--- src/rtl/alu_share_arbiter.sv ---
// Round-robin scheduler sharing one 16-bit signed adder with status flags among N requesters.
// Result, flags and requester tag are registered one cycle after the grant.
module alu_share_arbiter #(
  parameter int  N   = 4,
  parameter bit  SAT = 1'b0,
  localparam int IDW = $clog2(N)
) (
  input  logic             clk,
  input  logic             rst,
  input  logic [N-1:0]     req_valid,
  input  logic [16*N-1:0]  req_x,
  input  logic [16*N-1:0]  req_y,
  output logic [N-1:0]     req_ready,
  output logic             rsp_valid,
  output logic [IDW-1:0]   rsp_id,
  output logic [15:0]      rsp_z,
  output logic             rsp_sign,
  output logic             rsp_zero,
  output logic             rsp_carry,
  output logic             rsp_parity,
  output logic             rsp_overflow,
  output logic [15:0]      ovf_count
);

  logic [IDW-1:0] r_ptr;
  logic           w_found;
  logic [IDW-1:0] w_idx;
  logic           w_xfer;
  logic [15:0]    w_x;
  logic [15:0]    w_y;
  logic [16:0]    w_sum;
  logic [15:0]    w_raw;
  logic           w_ovf;
  logic [15:0]    w_z;
  logic [IDW-1:0] w_ptr_next;

  // Search starts at the pointer and wraps, so the last winner is visited last.
  // NOTE: every always_comb output gets a default first so no path leaves it unassigned (no latch).
  always_comb begin
    w_found = 1'b0;
    w_idx   = '0;
    for (int k = 0; k < N; k++) begin
      if (!w_found && req_valid[(int'(r_ptr) + k) % N]) begin
        w_found = 1'b1;
        w_idx   = IDW'((int'(r_ptr) + k) % N);
      end
    end
  end

  assign w_xfer     = w_found & ~rst;
  assign req_ready  = w_xfer ? (N'(1) << w_idx) : '0;
  assign w_ptr_next = IDW'((int'(w_idx) + 1) % N);

  assign w_x   = req_x[16*int'(w_idx) +: 16];
  assign w_y   = req_y[16*int'(w_idx) +: 16];
  assign w_sum = {1'b0, w_x} + {1'b0, w_y};
  assign w_raw = w_sum[15:0];
  assign w_ovf = (w_x[15] & w_y[15] & ~w_raw[15]) | (~w_x[15] & ~w_y[15] & w_raw[15]);

  // Saturation direction follows the operand sign (both operands share it on overflow).
  always_comb begin
    w_z = w_raw;
    if (SAT && w_ovf) w_z = w_x[15] ? 16'h8000 : 16'h7FFF;
  end

  // NOTE: sequential state uses non-blocking assignments so all registers update together at the edge.
  always_ff @(posedge clk) begin
    if (rst) begin
      r_ptr        <= '0;
      rsp_valid    <= 1'b0;
      rsp_id       <= '0;
      rsp_z        <= '0;
      rsp_sign     <= 1'b0;
      rsp_zero     <= 1'b0;
      rsp_carry    <= 1'b0;
      rsp_parity   <= 1'b0;
      rsp_overflow <= 1'b0;
      ovf_count    <= '0;
    end else begin
      rsp_valid <= w_xfer;
      if (w_xfer) begin
        r_ptr        <= w_ptr_next;
        rsp_id       <= w_idx;
        rsp_z        <= w_z;
        rsp_sign     <= w_z[15];
        rsp_zero     <= (w_z == 16'h0000);
        rsp_carry    <= w_sum[16];
        rsp_parity   <= ~^w_z;
        rsp_overflow <= w_ovf;
        if (w_ovf && ovf_count != 16'hFFFF) ovf_count <= ovf_count + 16'd1;
      end
    end
  end

endmodule

--- config.mk ---
export PLATFORM = sky130hd
export DESIGN_NAME = alu_share_arbiter
export DESIGN_NICKNAME = d
export VERILOG_FILES = /design/src/rtl/alu_share_arbiter.sv
export SDC_FILE = /design/constraint.sdc
export NUM_CORES = 1
export LEC_CHECK = 0
export BUFFER_PORTS_ARGS = -buffer_cell sky130_fd_sc_hd__buf_2
export CAP_MARGIN = 25
export CORE_MARGIN = 2
export CORE_UTILIZATION = 40
export DETAILED_ROUTE_END_ITERATION = 8
export GPL_ROUTABILITY_DRIVEN = 0
export PLACE_DENSITY = 0.73
export REMOVE_ABC_BUFFERS = 1
export SLEW_MARGIN = 20
export SYNTH_ARGS = -nofsm -noshare
export SYNTH_HDL_FRONTEND = slang
export SYNTH_SLANG_ARGS = --single-unit
--- constraint.sdc ---
create_clock -name clk -period 4.5 [get_ports clk]
set_clock_uncertainty 0.15 [all_clocks]
set_input_delay 0.45 -clock clk [delete_from_list [all_inputs] [get_ports clk]]
set_output_delay 0.45 -clock clk [all_outputs]
set_load 0.01 [all_outputs]
==> metrics.yaml, run 1 <==
cts:
  clock_path_buffers: 2
  hold_buffers: 0
  cts_sinks: 41
  clk_latency_ns: 0.30
  clkTransAtPathRegs_ns: 0.09
  tritoncts: "done"
  root_buffer: "clkbuf_8"
  htreeDepth: 2
  cts_inserted_buffers: 5
logic_synthesis:
  synth-edff-count: 0
  syn_area_um2: 3820
  synthCells: 561
  synth.largest_area_cell: "dfxtp_1"
  yosys_warnings: 0
  synthAdderAreaFrac_pct: 10.0
  yosys.area_share.simple_pct: 37.1
  ys_ff_latch: 41
  syn_area_per_cell_um2: 6.81
  ys_top_cells_by_area: "dfxtp_1 (21%), nand2_1 (15%), ha_1 (9.5%), and3_1 (5.2%), a31oi_1 (4.6%)"
  synth-xor-area-share_pct: 4.59
  ys_types: 57
  muxShareOfSynthArea_pct: 2.10
  yosys-top-cells-count: "nand2_1 (153), nor2_1 (42), dfxtp_1 (41)"
  async_reset_ff_share_pct: 0
  seq_area_frac_synth_pct: 21.5
  synth_top_family_by_area: "simple AND/OR/NAND/NOR gates"
  synth_top_area_share_pct: 21.5
  synth.most_common_cell: "nand2_1"
  synth_compound_area_share_pct: 19.7
  synth_flop_cell: "dfxtp_1"
die:
  die_h_um: 102
  die_w_um: 102
  num_io_pins: 178
  core-area_um2: 9240
  dieArea_um2: 10300
  initial_core_util_pct: 41.3
  row_count: 35
power_and_ir_drop:
  power_frac_comb_pct: 81.1
  p_leak_nw: 2.85
  switching_share_pct: 42.5
  seqPwrFrac_pct: 12.8
  fin_total_pwr_mw: 3.98
  ir_worst_vdd_mv: 0.709
  powerDensity_nw_per_um2: 695
  power_frac_clock_pct: 6.1
  p_sw_mw: 1.69
  internal_power_mw: 2.29
sta:
  finalMaxSlewViolations: 0
  postLayoutSetupSlackWorst_ns: -0.112
  worst_pin_slew_ns: 0.844
  setup_violations: 1
  hold_violations: 0
  finalCritPeriodShare_pct: 102
  fin_setup_tns_ns: -0.112
  rsz0062_at_grt: "yes"
  timing.slew.headroom_pct: 43.7
  min_period_ns: 4.61
  fmax_ghz: 0.217
layout:
  n_fill_cell: 825
  nets: 948
  syn_to_final_growth_pct: 50.0
  antenna_cells: 0
  drive_gt1_share_pct: 39.9
worst_setup_path:
  cpMostUsedCell: "xnor2_1"
  slowest_stage: "dfxtp_2"
  start_kind: "register"
  reg2reg_slack_ns: -0.11
  cp_max_fo: 4
  r2r-start: "r_ptr[0]"
  end_kind: "register"
  worstSetupStartpoint: "r_ptr[0]"
  critPathMaxStageDelay_ns: 0.37
  required_ns: 4.57
  path_class: "register to register"
  rr_endpoint: "rsp_parity"
  crit_arrival_ns: 4.68
  ff2ff_path_depth: 25
global_routing:
  grt_overflow: 0
  grt_pass1_wl_mm: 19.2
  grt_max_degree: 48
  grt_usage_pct: 22.4
  antenna_found_initial: 0
  grt_pass1_vias: 4432
drt:
  ant_nets: 0
  post_drt_wl_per_cell_um: 13.4
  drt-vias-per-instance: 5.22
  drtIter0Drc: 189
  vias: 4768
  drtPass1Iterations: 4
  drt-total-wl_mm: 12.2
  drc: 0
place:
  hpwl_mm: 9.15
  place_ws_ns: -0.415
  io_buffers: 177
worst_hold_path:
  min-delay-start: "rsp_z[14]"
  worstHoldEndpoint: "rsp_z[14]"
  min_path_type: "register to register"
  hold_path_depth: 2
status:
  violations: "setup timing"
  status: "finished, violations left"
run:
  maxCapViolCount: 0
-- how the worst max path moves through the flow --
| stage | end | cells past startpoint |
|---|---|---|
| 6_report | rsp_parity | 25 |
| 5_1_grt | rsp_parity | 25 |
| 4_1_cts | rsp_parity | 22 |
| 3_5_place_dp | rsp_parity | 25 |
| 3_3_place_gp | rsp_parity | 25 |
| 2_1_floorplan | rsp_parity | 23 |
-- power groups by stage --
| stage | Combinational, mW | Sequential, mW | Clock [mW] |
|---|---|---|---|
| CTS | 3.00 | 0.507 | 0.247 |
| finish | 3.23 | 0.509 | 0.242 |
| detailed placement | 2.88 | 0.515 | 0 |
| floorplan | 2.02 | 0.544 | 0 |
| global route | 3.55 | 0.518 | 0.266 |
| global placement | 2.80 | 0.511 | 0 |
-- final cells by class --
cell class	instances	area, um^2	area share, %
Multi-Input combinational cell	475	3040	53.1
Tap cell	129	161	2.82
Sequential cell	41	822	14.3
Timing Repair Buffer	251	1570	27.5
Inverter	10	42.5	0.743
Clock inverter	3	17.5	0.306
Clock buffer	5	68.8	1.20
-- flip-flops by register name (all words and copies together) (netlist names) --
signal,count
rsp_z,16
rsp_parity,1
ovf_count,16
rsp_zero,1
rsp_id,2
rsp_carry,1
rsp_valid,1
r_ptr,2
rsp_overflow,1
-- placed cells by master (no fill, tap or decap), types with 5 or more instances in the layout --
cell type	synthesis	final
a21o_1	5	5
a21oi_1	34	30
a31oi_1	28	21
a31oi_4	0	5
and2_1	14	13
and3_1	32	26
and3_4	0	6
buf_12	0	8
buf_2	2	177
buf_4	1	61
clkbuf_8	0	5
dfxtp_1	41	40
ha_1	29	27
inv_1	10	8
nand2_1	153	147
nand2_2	0	6
nand2b_1	5	5
nand3_1	19	18
nand4_1	8	8
nor2_1	42	40
nor2b_1	9	8
nor3_1	6	6
o21ai_0	16	15
xnor2_1	11	10
xor2_1	9	9
-- layer usage --
metal	wire length [um]	global-route usage, %	vias to the layer above	part of all wire, %
met5	0	0	-	0
li1	-	-	2393	-
met4	114	4.78	0	0.93
met3	833	3.04	13	6.8
met1	4960	27.4	2201	40
met2	6340	41.4	161	52
-- what timing repair did --
item,in CTS,in global routing
pin swaps,11,37
gates resized for setup,10,43
endpoints found under the setup margin,1,2
cloned,2,1
setup buffers,7,15
hold endpoints to repair,0,0
-- cells by family (layout without fill, tap and decap cells) --
logic type | Yosys count | after routing
simple gates | 303 | 303
xor+xnor | 20 | 20
mux | 7 | 7
buf+inv | 45 | 269
flops | 41 | 41
fa+ha+maj | 30 | 30
compound gates | 115 | 115
-- critical path: cells and delay by family (launching register included) --
family | cells | cell delay (ns)
compound gates | 9 | 1.75
xor+xnor | 6 | 1.00
fa+ha+maj | 2 | 0.54
buf+inv | 4 | 0.41
flops | 1 | 0.37
simple gates | 4 | 0.30
-- per-stage QoR --
stage / hold slack [ns] / area (um^2) / util [%] / instances
finish: 0.301 / 5730 / 62.0 / 914
global route: 0.330 / 5730 / 62.0 / 914
CTS: 0.303 / 5390 / 58.4 / 900
detailed placement: 0.294 / 5140 / 55.6 / 883
global placement: 0.286 / 5140 / 55.6 / 883
floorplan: 0.315 / 3670 / - / 526
Power figures use the tool's default switching activity.
==> inputs of run 2 (changes only) <==
--- a/config.mk
+++ b/config.mk
@@ -12,7 +12,9 @@
 export DETAILED_ROUTE_END_ITERATION = 8
 export GPL_ROUTABILITY_DRIVEN = 0
 export PLACE_DENSITY = 0.73
+export RECOVER_POWER = 50
 export REMOVE_ABC_BUFFERS = 1
+export SETUP_SLACK_MARGIN = 0.2
 export SLEW_MARGIN = 20
 export SYNTH_ARGS = -nofsm -noshare
 export SYNTH_HDL_FRONTEND = slang
==> metrics.yaml, run 2 (synthesis results as in run 1) <==
worst_setup_path:
  cpMostUsedCell: "xnor2_1"  # unchanged
  reg2reg_slack_ns: -0.21  # was -0.11 ns
  start_kind: "register"  # unchanged
  slowest_stage: "a211o_4"  # was dfxtp_2
  path_class: "register to register"  # unchanged
  ff2ff_path_depth: 23  # was 25
  cp.buffers_inverters: 3  # was 4
  rr_endpoint: "rsp_parity"  # unchanged
  crit_chain: "nor2_4, a21oi_2, nor2_2, a211o_4, inv_8, buf_12, buf_16, nand2_2, and3_4, a31oi_1, ha_1, o21a_1, o31a_1, o211a_4, o41ai_4, xor2_1, ha_1, xor2_1, xnor2_1, xnor2_1, xnor2_1, xnor2_1, a211oi_1"
  critPathMaxStageDelay_ns: 0.38  # was 0.37 ns
  crit_family: "compound AO/OA/AOI/OAI gates"  # unchanged
  cp_max_fo: 8  # was 4
  end_kind: "register"  # unchanged
  crit_arrival_ns: 4.78  # was 4.68 ns
  required_ns: 4.56  # was 4.57 ns
  r2r-start: "r_ptr[0]"  # unchanged
  path_depth: 23  # was 25
sta:
  worst_hold_slack_ns: 0.312  # was 0.301 ns
  timing.slew.headroom_pct: 42.7  # was 43.7%
  setup_violations: 1  # unchanged
  postLayoutSetupSlackWorst_ns: -0.213  # was -0.112 ns
  finalCritPeriodShare_pct: 105  # was 102%
  worst_pin_slew_ns: 0.860  # was 0.844 ns
  hold_violations: 0  # unchanged
  fin_setup_tns_ns: -0.213  # was -0.112 ns
  fmax_ghz: 0.212  # was 0.217 GHz
  finalMaxSlewViolations: 0  # unchanged
  min_period_ns: 4.71  # was 4.61 ns
  rsz0062_at_grt: "yes"  # unchanged
drt:
  vias: 4773  # was 4768
  drtIter0Drc: 184  # was 189
  ant_nets: 0  # unchanged
  drt-vias-per-instance: 5.22  # about the same
  drc: 0  # unchanged
  post_drt_wl_per_cell_um: 13.6  # was 13.4 um
  drt-total-wl_mm: 12.4  # was 12.2 mm
  drtPass1Iterations: 4  # unchanged
power_and_ir_drop:
  ir_worst_vdd_mv: 0.712  # was 0.709 mV
  powerDensity_nw_per_um2: 734  # was 695 nW/um^2
  power_frac_clock_pct: 5.9  # was 6.1%
  seqPwrFrac_pct: 12.3  # was 12.8%
  p_leak_nw: 2.71  # was 2.85 nW
  fin_total_pwr_mw: 4.15  # was 3.98 mW
  power_frac_comb_pct: 81.8  # was 81.1%
  p_sw_mw: 1.77  # was 1.69 mW
  switching_share_pct: 42.8  # was 42.5%
  internal_power_mw: 2.37  # was 2.29 mW
layout:
  largest_registers: "ovf_count: 16 flops, rsp_z: 16 flops"  # unchanged
  nets: 949  # was 948
  drive_gt1_share_pct: 33.8  # was 39.9%
  n_fill_cell: 860  # was 825
  seq_area_um2: 825  # was 822 um^2
  syn_to_final_growth_pct: 48.0  # was 50.0%
  antenna_cells: 0  # unchanged
  final_core_util_pct: 61.2  # was 62.0%
  multi_input_area_um2: 2960  # was 3040 um^2
  most-common-layout-cells: "nand2_1 (151), buf_2 (138), buf_4 (55)"  # was buf_2 (177), nand2_1 (147), buf_4 (61)
  layout_commonest_cell: "nand2_1"  # was buf_2
place:
  hpwl_mm: 9.15  # unchanged
  io_buffers: 177  # unchanged
die:
  core-area_um2: 9240  # unchanged
  num_io_pins: 178  # unchanged
  row_count: 35  # unchanged
  die_h_um: 102  # unchanged
  die_w_um: 102  # unchanged
  initial_core_util_pct: 41.3  # unchanged
  dieArea_um2: 10300  # unchanged
cts:
  clk_latency_ns: 0.30  # about the same
  htreeDepth: 2  # unchanged
  clkTransAtPathRegs_ns: 0.09  # about the same
  cts_inserted_buffers: 5  # unchanged
  hold_buffers: 0  # unchanged
  tritoncts: "done"  # unchanged
  cts_sinks: 41  # unchanged
  root_buffer: "clkbuf_8"  # unchanged
  clock_path_buffers: 2  # unchanged
global_routing:
  grt_usage_pct: 23.2  # was 22.4%
  antenna_found_initial: 0  # unchanged
  grt_overflow: 0  # unchanged
  grt_pass1_vias: 4526  # was 4432
  grt_max_degree: 48  # unchanged
  grt_pass1_wl_mm: 19.8  # was 19.2 mm
worst_hold_path:
  min-delay-start: "rsp_z[0]"  # was rsp_z[14]
  worstHoldEndpoint: "rsp_z[0]"  # was rsp_z[14]
  min_path_type: "register to register"  # unchanged
  hold_path_depth: 2  # unchanged
status:
  status: "finished, violations left"  # unchanged
  violations: "setup timing"  # unchanged
run:
  maxCapViolCount: 0  # unchanged
==> run 2: power by group through the flow <==
| stage | logic (mW) | clock network, mW | registers [mW] |
|---|---|---|---|
| after floorplan | 2.02 | 0 | 0.544 |
| after global placement | 2.80 | 0 | 0.511 |
| after detailed placement | 2.88 | 0 | 0.515 |
| after CTS | 3.20 | 0.247 | 0.507 |
| after global routing | 3.70 | 0.267 | 0.522 |
| final | 3.39 | 0.243 | 0.512 |
==> run 2: final cells by class <==
cell class                 count  area share, %
clock buffer                   5           1.22
clock inverter                 3          0.310
inverter                      10          0.797
multi-input combinational    476           52.3
sequential                    41           14.6
tap                          129           2.86
timing repair buffer         251           27.9
==> run 2: what timing repair did <==
item                       CTS  global route
setup endpoints to repair    4            19
setup buffers               15             4
pin swaps                   19            27
cloned                       4             1
resized for setup           18            34
==> run 2: worst register-to-register path, delay by kind of cell, from the launching register on <==
kind                     cells  cell delay, ns
AO/OA/AOI/OAI                8            1.79
XOR/XNOR                     6            1.08
adder cells (fa/ha/maj)      2            0.56
buffers and inverters        3            0.35
flip-flops                   1            0.37
AND/OR/NAND/NOR              4            0.31
==> run 2: how the worst max path moves through the flow <==
stage                            start          to  slack (ns)
after floorplan           req_valid[0]  rsp_parity       -1.72
after global placement    req_valid[0]  rsp_parity       -0.22
after detailed placement  req_valid[0]  rsp_parity       -0.42
after CTS                     r_ptr[0]  rsp_parity        0.03
after global routing          r_ptr[0]  rsp_parity       -0.45
final                         r_ptr[0]  rsp_parity       -0.21
==> run 2: metal layers <==
layer	vias to the layer above	routed length (um)	GRT usage, %	share of wire, %
li1	2398	-	-	-
met1	2213	5140	28.8	41
met2	141	6390	42.3	51
met3	21	711	2.90	5.7
met4	0	187	5.61	1.5
met5	-	0	0	0
==> run 2: stage by stage <==
step | worst slack [ns] | instances | instance area (um^2)
detailed placement | -0.415 | 883 | 5140
global placement | -0.220 | 883 | 5140
global route | -0.447 | 915 | 5650
CTS | 0.0277 | 910 | 5550
finish | -0.213 | 915 | 5650
floorplan | -1.72 | 526 | 3670
==> inputs of run 3 (changes only) <==
--- a/config.mk
+++ b/config.mk
@@ -10,11 +10,11 @@
 export CORE_MARGIN = 2
 export CORE_UTILIZATION = 40
 export DETAILED_ROUTE_END_ITERATION = 8
-export GPL_ROUTABILITY_DRIVEN = 0
 export PLACE_DENSITY = 0.73
 export RECOVER_POWER = 50
 export REMOVE_ABC_BUFFERS = 1
 export SETUP_SLACK_MARGIN = 0.2
+export SKIP_LAST_GASP = 1
 export SLEW_MARGIN = 20
 export SYNTH_ARGS = -nofsm -noshare
 export SYNTH_HDL_FRONTEND = slang
==> metrics.yaml, run 3 (synthesis results as in run 1) <==
worst_setup_path:
  reg2reg_slack_ns: -0.21  # about the same
  ff2ff_path_depth: 25  # was 23
  critPathMaxStageDelay_ns: 0.38  # about the same
  cp.buffers_inverters: 4  # was 3
  slowest_stage: "a211o_4"  # unchanged
  start_kind: "register"  # unchanged
  end_kind: "register"  # unchanged
  r2r-start: "r_ptr[0]"  # unchanged
  crit_family: "compound AO/OA/AOI/OAI gates"  # unchanged
  cpMostUsedCell: "xnor2_1"  # unchanged
  path_class: "register to register"  # unchanged
  rr_endpoint: "rsp_parity"  # unchanged
  required_ns: 4.57  # was 4.56 ns
  cp_max_fo: 8  # unchanged
  crit_arrival_ns: 4.78  # about the same
sta:
  finalMaxSlewViolations: 0  # unchanged
  finalCritPeriodShare_pct: 105  # about the same
  hold_violations: 0  # unchanged
  rsz0062_at_grt: "yes"  # unchanged
  setup_violations: 1  # unchanged
  worst_pin_slew_ns: 0.873  # was 0.860 ns
  postLayoutSetupSlackWorst_ns: -0.213  # about the same
  timing.slew.headroom_pct: 41.8  # was 42.7%
  worst_hold_slack_ns: 0.304  # was 0.312 ns
  fmax_ghz: 0.212  # about the same
  min_period_ns: 4.71  # about the same
power_and_ir_drop:
  p_sw_mw: 1.77  # about the same
  fin_total_pwr_mw: 4.14  # was 4.15 mW
  power_frac_comb_pct: 81.8  # about the same
  seqPwrFrac_pct: 12.4  # was 12.3%
  internal_power_mw: 2.36  # was 2.37 mW
  ir_worst_vdd_mv: 0.713  # was 0.712 mV
  powerDensity_nw_per_um2: 734  # about the same
  p_leak_nw: 2.71  # about the same
  power_frac_clock_pct: 5.9  # about the same
  switching_share_pct: 42.8  # about the same
die:
  die_h_um: 102  # unchanged
  core-area_um2: 9240  # unchanged
  initial_core_util_pct: 41.3  # unchanged
  row_count: 35  # unchanged
  die_w_um: 102  # unchanged
  num_io_pins: 178  # unchanged
  dieArea_um2: 10300  # unchanged
run:
  maxCapViolCount: 0  # unchanged
worst_hold_path:
  min_path_type: "register to register"  # unchanged
  worstHoldEndpoint: "rsp_z[14]"  # was rsp_z[0]
  hold_path_depth: 2  # unchanged
  min-delay-start: "rsp_z[14]"  # was rsp_z[0]
layout:
  syn_to_final_growth_pct: 47.6  # was 48.0%
  largest_registers: "ovf_count: 16 flops, rsp_z: 16 flops"  # unchanged
  final_core_util_pct: 61.0  # was 61.2%
  nets: 949  # unchanged
  layout_commonest_cell: "nand2_1"  # unchanged
  finalNonFillerCells: 915  # unchanged
  most-common-layout-cells: "nand2_1 (151), buf_2 (138), buf_4 (57)"  # was nand2_1 (151), buf_2 (138), buf_4 (55)
  drive_gt1_share_pct: 33.6  # was 33.8%
  antenna_cells: 0  # unchanged
cts:
  clkTransAtPathRegs_ns: 0.09  # about the same
  clk_latency_ns: 0.30  # about the same
  htreeDepth: 2  # unchanged
  cts_inserted_buffers: 5  # unchanged
  root_buffer: "clkbuf_8"  # unchanged
  clock_path_buffers: 2  # unchanged
  hold_buffers: 0  # unchanged
  tritoncts: "done"  # unchanged
  cts_sinks: 41  # unchanged
place:
  io_buffers: 177  # unchanged
  hpwl_mm: 9.15  # unchanged
  dpl.cell_count: 883  # unchanged
  globalplace.congestion: 0.890
drt:
  drt-total-wl_mm: 12.5  # was 12.4 mm
  drtIter0Drc: 187  # was 184
  drt-vias-per-instance: 5.25  # was 5.22
  vias: 4800  # was 4773
  drtPass1Iterations: 4  # unchanged
  ant_nets: 0  # unchanged
  post_drt_wl_per_cell_um: 13.7  # was 13.6 um
  drc: 0  # unchanged
global_routing:
  grt_pass1_wl_mm: 19.8  # unchanged
  grt_usage_pct: 23.2  # unchanged
  grt_pass1_vias: 4526  # unchanged
  antenna_found_initial: 0  # unchanged
  grt_max_degree: 48  # unchanged
  grt_overflow: 0  # unchanged
status:
  status: "finished, violations left"  # unchanged
  violations: "setup timing"  # unchanged
run 3: how the worst max path moves through the flow:
stage                  to  cells past startpoint         start
2_1_floorplan  rsp_parity                     23  req_valid[0]
3_3_place_gp   rsp_parity                     25  req_valid[0]
3_5_place_dp   rsp_parity                     25  req_valid[0]
4_1_cts        rsp_parity                     25      r_ptr[0]
5_1_grt        rsp_parity                     23      r_ptr[0]
6_report       rsp_parity                     25      r_ptr[0]
run 3: layout make-up:
class	count	area, um^2
inverter	10	45.0
timing repair buffer	251	1570
tap	129	161
sequential	41	825
clock buffer	5	68.8
multi-input combinational	476	2950
fill	862	3600
clock inverter	3	17.5
run 3: per-layer routing:
metal / track usage (%) / share of wire [%] / vias to the layer above
met1: 28.8 / 42 / 2227
met3: 2.90 / 5.7 / 19
met5: 0 / 0 / -
met2: 42.3 / 51 / 158
met4: 5.61 / 1.4 / 0
li1: - / - / 2396
run 3: worst min-delay path: cells and delay by family, from the launching register on:
family | cells | cell delay (ns)
flops | 1 | 0.31
simple gates | 1 | 0.05
compound gates | 1 | 0.05
run 3: repair_timing:
item,in CTS,in global routing
resized for setup,18,30
setup endpoints to repair,4,19
gates cloned,4,1
setup buffers,15,4
pin swaps,19,26
run 3: power by group through the flow:
stage | combinational [mW] | clock (mW) | sequential [mW]
final | 3.38 | 0.243 | 0.512
after global routing | 3.69 | 0.267 | 0.522
after CTS | 3.20 | 0.247 | 0.507
after detailed placement | 2.88 | 0 | 0.515
after global placement | 2.80 | 0 | 0.511
after floorplan | 2.02 | 0 | 0.544
run 3: stage by stage:
step / instance area [um^2] / TNS (ns) / worst slack, ns
2_1_floorplan: 3670 / -30.51 / -1.72
3_3_place_gp: 5140 / -0.220 / -0.220
3_5_place_dp: 5140 / -0.659 / -0.415
4_1_cts: 5550 / 0 / 0.0277
5_1_grt: 5640 / -0.697 / -0.447
6_report: 5640 / -0.213 / -0.213
